===== src/rtl/umul_bi_array.sv =====
// umul_bi_array: multi-lane unary stochastic multiplier with Sobol weight streams and a one-period run window.
// Define UMUL_ACC_EN to build the per-lane ones-counters; without it oAcc is tied to zero.
`default_nettype none

module sobolrng #(
  parameter int BITWIDTH = 8
) (
  input  logic                clk,
  input  logic                rst_n,
  input  logic                en,
  input  logic                clr,
  output logic [BITWIDTH-1:0] seq
);
  logic [BITWIDTH-1:0] idx;
  logic [BITWIDTH-1:0] onehot;
  logic [BITWIDTH-1:0] vec;

  // First Sobol dimension: XOR in the direction vector picked by the lowest zero bit of the index.
  assign onehot = ~idx & (idx + 1'b1);
  assign vec    = {<<{onehot}};

  always_ff @(posedge clk or negedge rst_n) begin
    if (!rst_n) begin
      idx <= '0;
      seq <= '0;
    end else if (clr) begin
      idx <= '0;
      seq <= '0;
    end else if (en) begin
      idx <= idx + 1'b1;
      seq <= seq ^ vec;
    end
  end
endmodule

module umul_bi_array #(
  parameter int BITWIDTH = 8,
  parameter int CHANNELS = 4
) (
  input  logic                             iClk,
  input  logic                             iRstN,
  input  logic [CHANNELS-1:0]              iA,
  input  logic [CHANNELS*BITWIDTH-1:0]     iB,
  input  logic                             iLoadB,
  input  logic                             iMode,
  input  logic                             iStart,
  output logic                             oBusy,
  output logic                             oDone,
  output logic [CHANNELS-1:0]              oMult,
  output logic [CHANNELS*(BITWIDTH+1)-1:0] oAcc
);
  localparam logic [1:0] IDLE = 2'd0;
  localparam logic [1:0] RUN  = 2'd1;
  localparam logic [1:0] DONE = 2'd2;

  logic [1:0]          state;
  logic [BITWIDTH-1:0] cnt;
  logic                mode_r;
  logic                run;
  logic                clr;
  logic                load_ok;

  assign run     = (state == RUN);
  assign clr     = (state == IDLE) & iStart;
  assign load_ok = iLoadB & ((state == IDLE) | (state == DONE));
  assign oBusy   = run | (state == DONE);
  assign oDone   = (state == DONE);

  always_ff @(posedge iClk or negedge iRstN) begin
    if (!iRstN) begin
      state  <= IDLE;
      cnt    <= '0;
      mode_r <= 1'b0;
    end else begin
      case (state)
        IDLE: begin
          if (iStart) begin
            state  <= RUN;
            cnt    <= '0;
            mode_r <= iMode;
          end
        end
        RUN: begin
          cnt <= cnt + 1'b1;
          if (cnt == {BITWIDTH{1'b1}}) state <= DONE;
        end
        DONE:    state <= IDLE;
        default: state <= IDLE;
      endcase
    end
  end

  for (genvar i = 0; i < CHANNELS; i++) begin : g_lane
    logic [BITWIDTH-1:0] b_r;
    logic [BITWIDTH-1:0] seq_top;
    logic [BITWIDTH-1:0] seq_bot;
    logic                gt_top;
    logic                gt_bot;

    always_ff @(posedge iClk or negedge iRstN) begin
      if (!iRstN)       b_r <= '0;
      else if (load_ok) b_r <= iB[i*BITWIDTH +: BITWIDTH];
    end

    // Each RNG only steps on the input value it serves, so each sees its own full sequence.
    sobolrng #(.BITWIDTH(BITWIDTH)) u_top (
      .clk   (iClk),
      .rst_n (iRstN),
      .en    (~iA[i] & run),
      .clr   (clr),
      .seq   (seq_top)
    );

    sobolrng #(.BITWIDTH(BITWIDTH)) u_bot (
      .clk   (iClk),
      .rst_n (iRstN),
      .en    (iA[i] & run),
      .clr   (clr),
      .seq   (seq_bot)
    );

    assign gt_top   = (b_r > seq_top);
    assign gt_bot   = (b_r > seq_bot);
    assign oMult[i] = mode_r ? ((iA[i] & gt_bot) | (~iA[i] & ~gt_top))
                             : (iA[i] & gt_bot);

`ifdef UMUL_ACC_EN
    logic [BITWIDTH:0] acc;

    always_ff @(posedge iClk or negedge iRstN) begin
      if (!iRstN)   acc <= '0;
      else if (clr) acc <= '0;
      else if (run) acc <= acc + {{BITWIDTH{1'b0}}, oMult[i]};
    end

    assign oAcc[i*(BITWIDTH+1) +: BITWIDTH+1] = acc;
`else
    assign oAcc[i*(BITWIDTH+1) +: BITWIDTH+1] = '0;
`endif
  end
endmodule

`default_nettype wire


===== config.mk =====
export PLATFORM = sky130hd
export DESIGN_NAME = umul_bi_array
export DESIGN_NICKNAME = d
export VERILOG_FILES = /design/src/rtl/umul_bi_array.sv
export SDC_FILE = /design/constraint.sdc
export NUM_CORES = 1
export LEC_CHECK = 0
export BUFFER_PORTS_ARGS = -buffer_cell sky130_fd_sc_hd__buf_2
export CELL_PAD_IN_SITES_DETAIL_PLACEMENT = 1
export CELL_PAD_IN_SITES_GLOBAL_PLACEMENT = 1
export CORE_MARGIN = 2
export CORE_UTILIZATION = 35
export CTS_CLUSTER_SIZE = 24
export DETAILED_ROUTE_END_ITERATION = 8
export GPL_TIMING_DRIVEN = 0
export HOLD_SLACK_MARGIN = 0.1
export PLACE_DENSITY = 0.6
export SETUP_SLACK_MARGIN = 0.5
export SYNTH_ARGS = -nofsm -noshare
export SYNTH_HDL_FRONTEND = slang
export SYNTH_SLANG_ARGS = --single-unit
export TNS_END_PERCENT = 5

===== constraint.sdc =====
create_clock -name iClk -period 3.5 [get_ports iClk]
set_input_delay 0.525 -clock iClk [delete_from_list [all_inputs] [get_ports iClk]]
set_output_delay 0.525 -clock iClk [all_outputs]
set_load 0.1 [all_outputs]

==> reports/results.ini <==
[synth]
synth_seq_cells = 171
synth.largest_area_cell = dfrtp_1
synthTopCellsByArea = dfrtp_1 42%, ha_1 16%, nor2_1 5.6%
netlist_area_um2 = 10200
yosysTopAreaCellShare_pct = 41.96
synth-edff-count = 0
synth_ff_type = dfrtp_1
synth-async-reset-ratio_pct = 100.0
post_synth_num_cell_types = 38
syn_inst = 1062
yosysSeqAreaShare_pct = 41.96
syn_area_per_cell_um2 = 9.602
ys_warn_count = 0

[critical_path]
worstPathMaxFanout = 3
worstPathRequired_ns = 2.97
startpoint_type = register
arrival_ns = 2.42
worst_r2r_endpoint = g_lane[1].b_r[7]
reg2reg_depth = 5
r2r_start = state[0]
critPathKind = register to output pin
endpoint_kind = output pin
rrSetupSlack_ns = 0.89

[run_status]
status = complete, no violations

[clock_tree]
numCtsBuffers = 17
cts_tree = done
clock-sinks = 171
clock_latency_ns = 0.44
clk_pin_slew_worst_paths_ns = 0.08
root_buffer = clkbuf_16
h-tree-depth = 4
cts_max_path_buffers = 2

[sta]
rsz0062_at_grt = yes
fin_skew_ns = 0.01690
fmax_mhz = 339.3
finalMaxSlewViolations = 0
relSlewSlack_pct = 35.08
setup_viol = 0
fin_crit_ns = 2.948
fin_ws_ns = 0.5525
setup_tns_ns = 0
timing.hold.ws_ns = 0.3114
period_share_pct = 84.22
hold_violations = 0
worst_pin_slew_ns = 0.9673

[hold_path]
min_from = iB[22]
whs_path_depth = 2
whs_endpoint = g_lane[2].b_r[6]
hold_class = primary input to register

[pwr]
power.total_mw = 9.152
powerDensity_nw_per_um2 = 779.4
p_leak_nw = 5.613
irDropWorstVdd_mv = 0.3048

[final_layout]
nNetsFinal = 1339
final_util_pct = 40.91
fillCellCount = 3342
fin_area_um2 = 11740
diodes = 0
syn_to_final_growth_pct = 15.15
drive_above_1_share_pct = 16.20
stdcell_count = 1563

[die]
ioPinCount = 83
rows = 62
start_util_pct = 35.53
core_area_um2 = 28700
die-area_um2 = 30520
die-width_um = 174.7
fp.dieH_um = 174.7

[place]
post_dp_cell_area_um2 = 11080
pre_cts_ws_ns = 0.7722
placed_cells = 1528
hpwl_um = 17570
port_buffers = 46
globalplace.congestion = 0.7465

[job]
cap_viol_max_count = 0

[drt]
viasPerCell = 4.671
first_pass_iters = 4
wl_um = 23520
wl_per_cell_um = 15.05
ant_nets = 0
drc = 0
drtIter0Drc = 237
num_vias = 7300

[global_routing]
antenna_found_initial = 0
grt_pass1_vias = 7697
grt_max_degree = 113
track_usage_pct = 16.49
globalRoute.totalOverflow = 0
grt_pass1_wl_um = 39930

## state kept, by name, indices dropped and copies added (netlist names)
signal and flops:
g_lane.b_r 32, g_lane.u_bot.idx 32, g_lane.u_bot.seq 32, g_lane.u_top.idx 32, g_lane.u_top.seq 32, cnt 8
state 2, mode_r 1
## cell usage after synthesis, types with 11 or more instances
master,n
a21oi_1,31
o21ai_0,15
nand3_1,13
nor3_1,11
nor2b_1,14
mux2_2,33
ha_1,132
a211oi_1,50
nand4_1,17
buf_2,28
inv_1,126
nand2_1,74
xnor2_1,61
dfrtp_1,171
nor2_1,152
and3_1,20
buf_4,41
## cell usage in the layout (no fill, tap or decap), types with 7 or more instances in the layout
master and n:
a21oi_1 30, nor2_1 152, o211ai_1 8, or3_1 8
and3_1 20, nor2b_1 13, nand2_1 74, nand4_1 17
conb_1 36, a21o_1 7, buf_4 43, buf_2 70
xor2_1 9, nand2b_1 7, dfrtp_1 170, nor3_1 11
mux2_2 33, clkbuf_16 17, o21ai_0 13, a211oi_1 50
nand3_1 13, ha_1 131, inv_1 126, xnor2_1 61
## repair_timing
| item | 4_1_cts | 5_1_grt |
|---|---|---|
| hold buffers | 1 | 0 |
| resized for setup | 8 | 10 |
| endpoints found under the setup margin | 2 | 3 |
| pin swaps | 0 | 1 |
| cloned | 0 | 0 |
| hold endpoints to repair | 59 | 0 |
| buffers inserted | 0 | 2 |
## power breakdown
group	total, mW	internal, mW	leakage, nW	switching, mW
Combinational	4.03	1.63	3.10	2.39
Sequential	3.23	2.63	2.23	0.597
Clock	1.89	1.02	0.280	0.877
Total	9.15	5.29	5.61	3.87
## cell type report
cell class / count / area (um^2) / share of cell area, %
buffer: 73 / 462.9 / 3.942
sequential: 171 / 4280 / 36.45
tap: 384 / 480.5 / 4.092
clock inverter: 13 / 130.1 / 1.108
timing repair buffer: 50 / 325.3 / 2.770
inverter: 126 / 473.0 / 4.028
multi-input combinational: 727 / 5147 / 43.84
clock buffer: 19 / 442.9 / 3.772
## critical path: stages (launching register included)
cell	delay [ns]
dfrtp_2	0.44
ha_1	0.33
a211oi_2	0.18
nor2_1	0.07
o221a_1	0.23
or4_4	0.55
buf_12	0.18
## logic make-up (layout without fill, tap and decap cells)
logic type | count (synthesis) | in the layout | share of synthesized area [%]
adders and majority gates | 132 | 132 | 16.20
other | 1 | 36 | 0.03677
DFF | 171 | 171 | 41.96
xor gates and xnor gates | 70 | 70 | 6.012
and+or+nand+nor | 327 | 327 | 14.28
AOI/OAI and AO/OA | 127 | 127 | 8.491
muxes | 35 | 35 | 3.841
buffers and inverters | 199 | 281 | 9.178
## metal layers
metal,track usage [%],share of wire (%)
met1,21.51,48
met2,28.41,48
met3,2.633,2.3
met4,4.375,1.2
met5,0,0
## worst max-delay path by stage
| stage | start | to | cells after the start |
|---|---|---|---|
| after floorplan | g_lane[1].b_r[1] | oMult[1] | 6 |
| after global placement | iRstN | g_lane[1].b_r[4] | 1 |
| after detailed placement | g_lane[0].b_r[1] | oMult[0] | 7 |
| after CTS | g_lane[3].b_r[5] | oMult[3] | 6 |
| after global routing | g_lane[3].b_r[5] | oMult[3] | 7 |
| final | g_lane[0].b_r[5] | oMult[0] | 6 |
No activity file was read; power rests on OpenSTA's default activity.
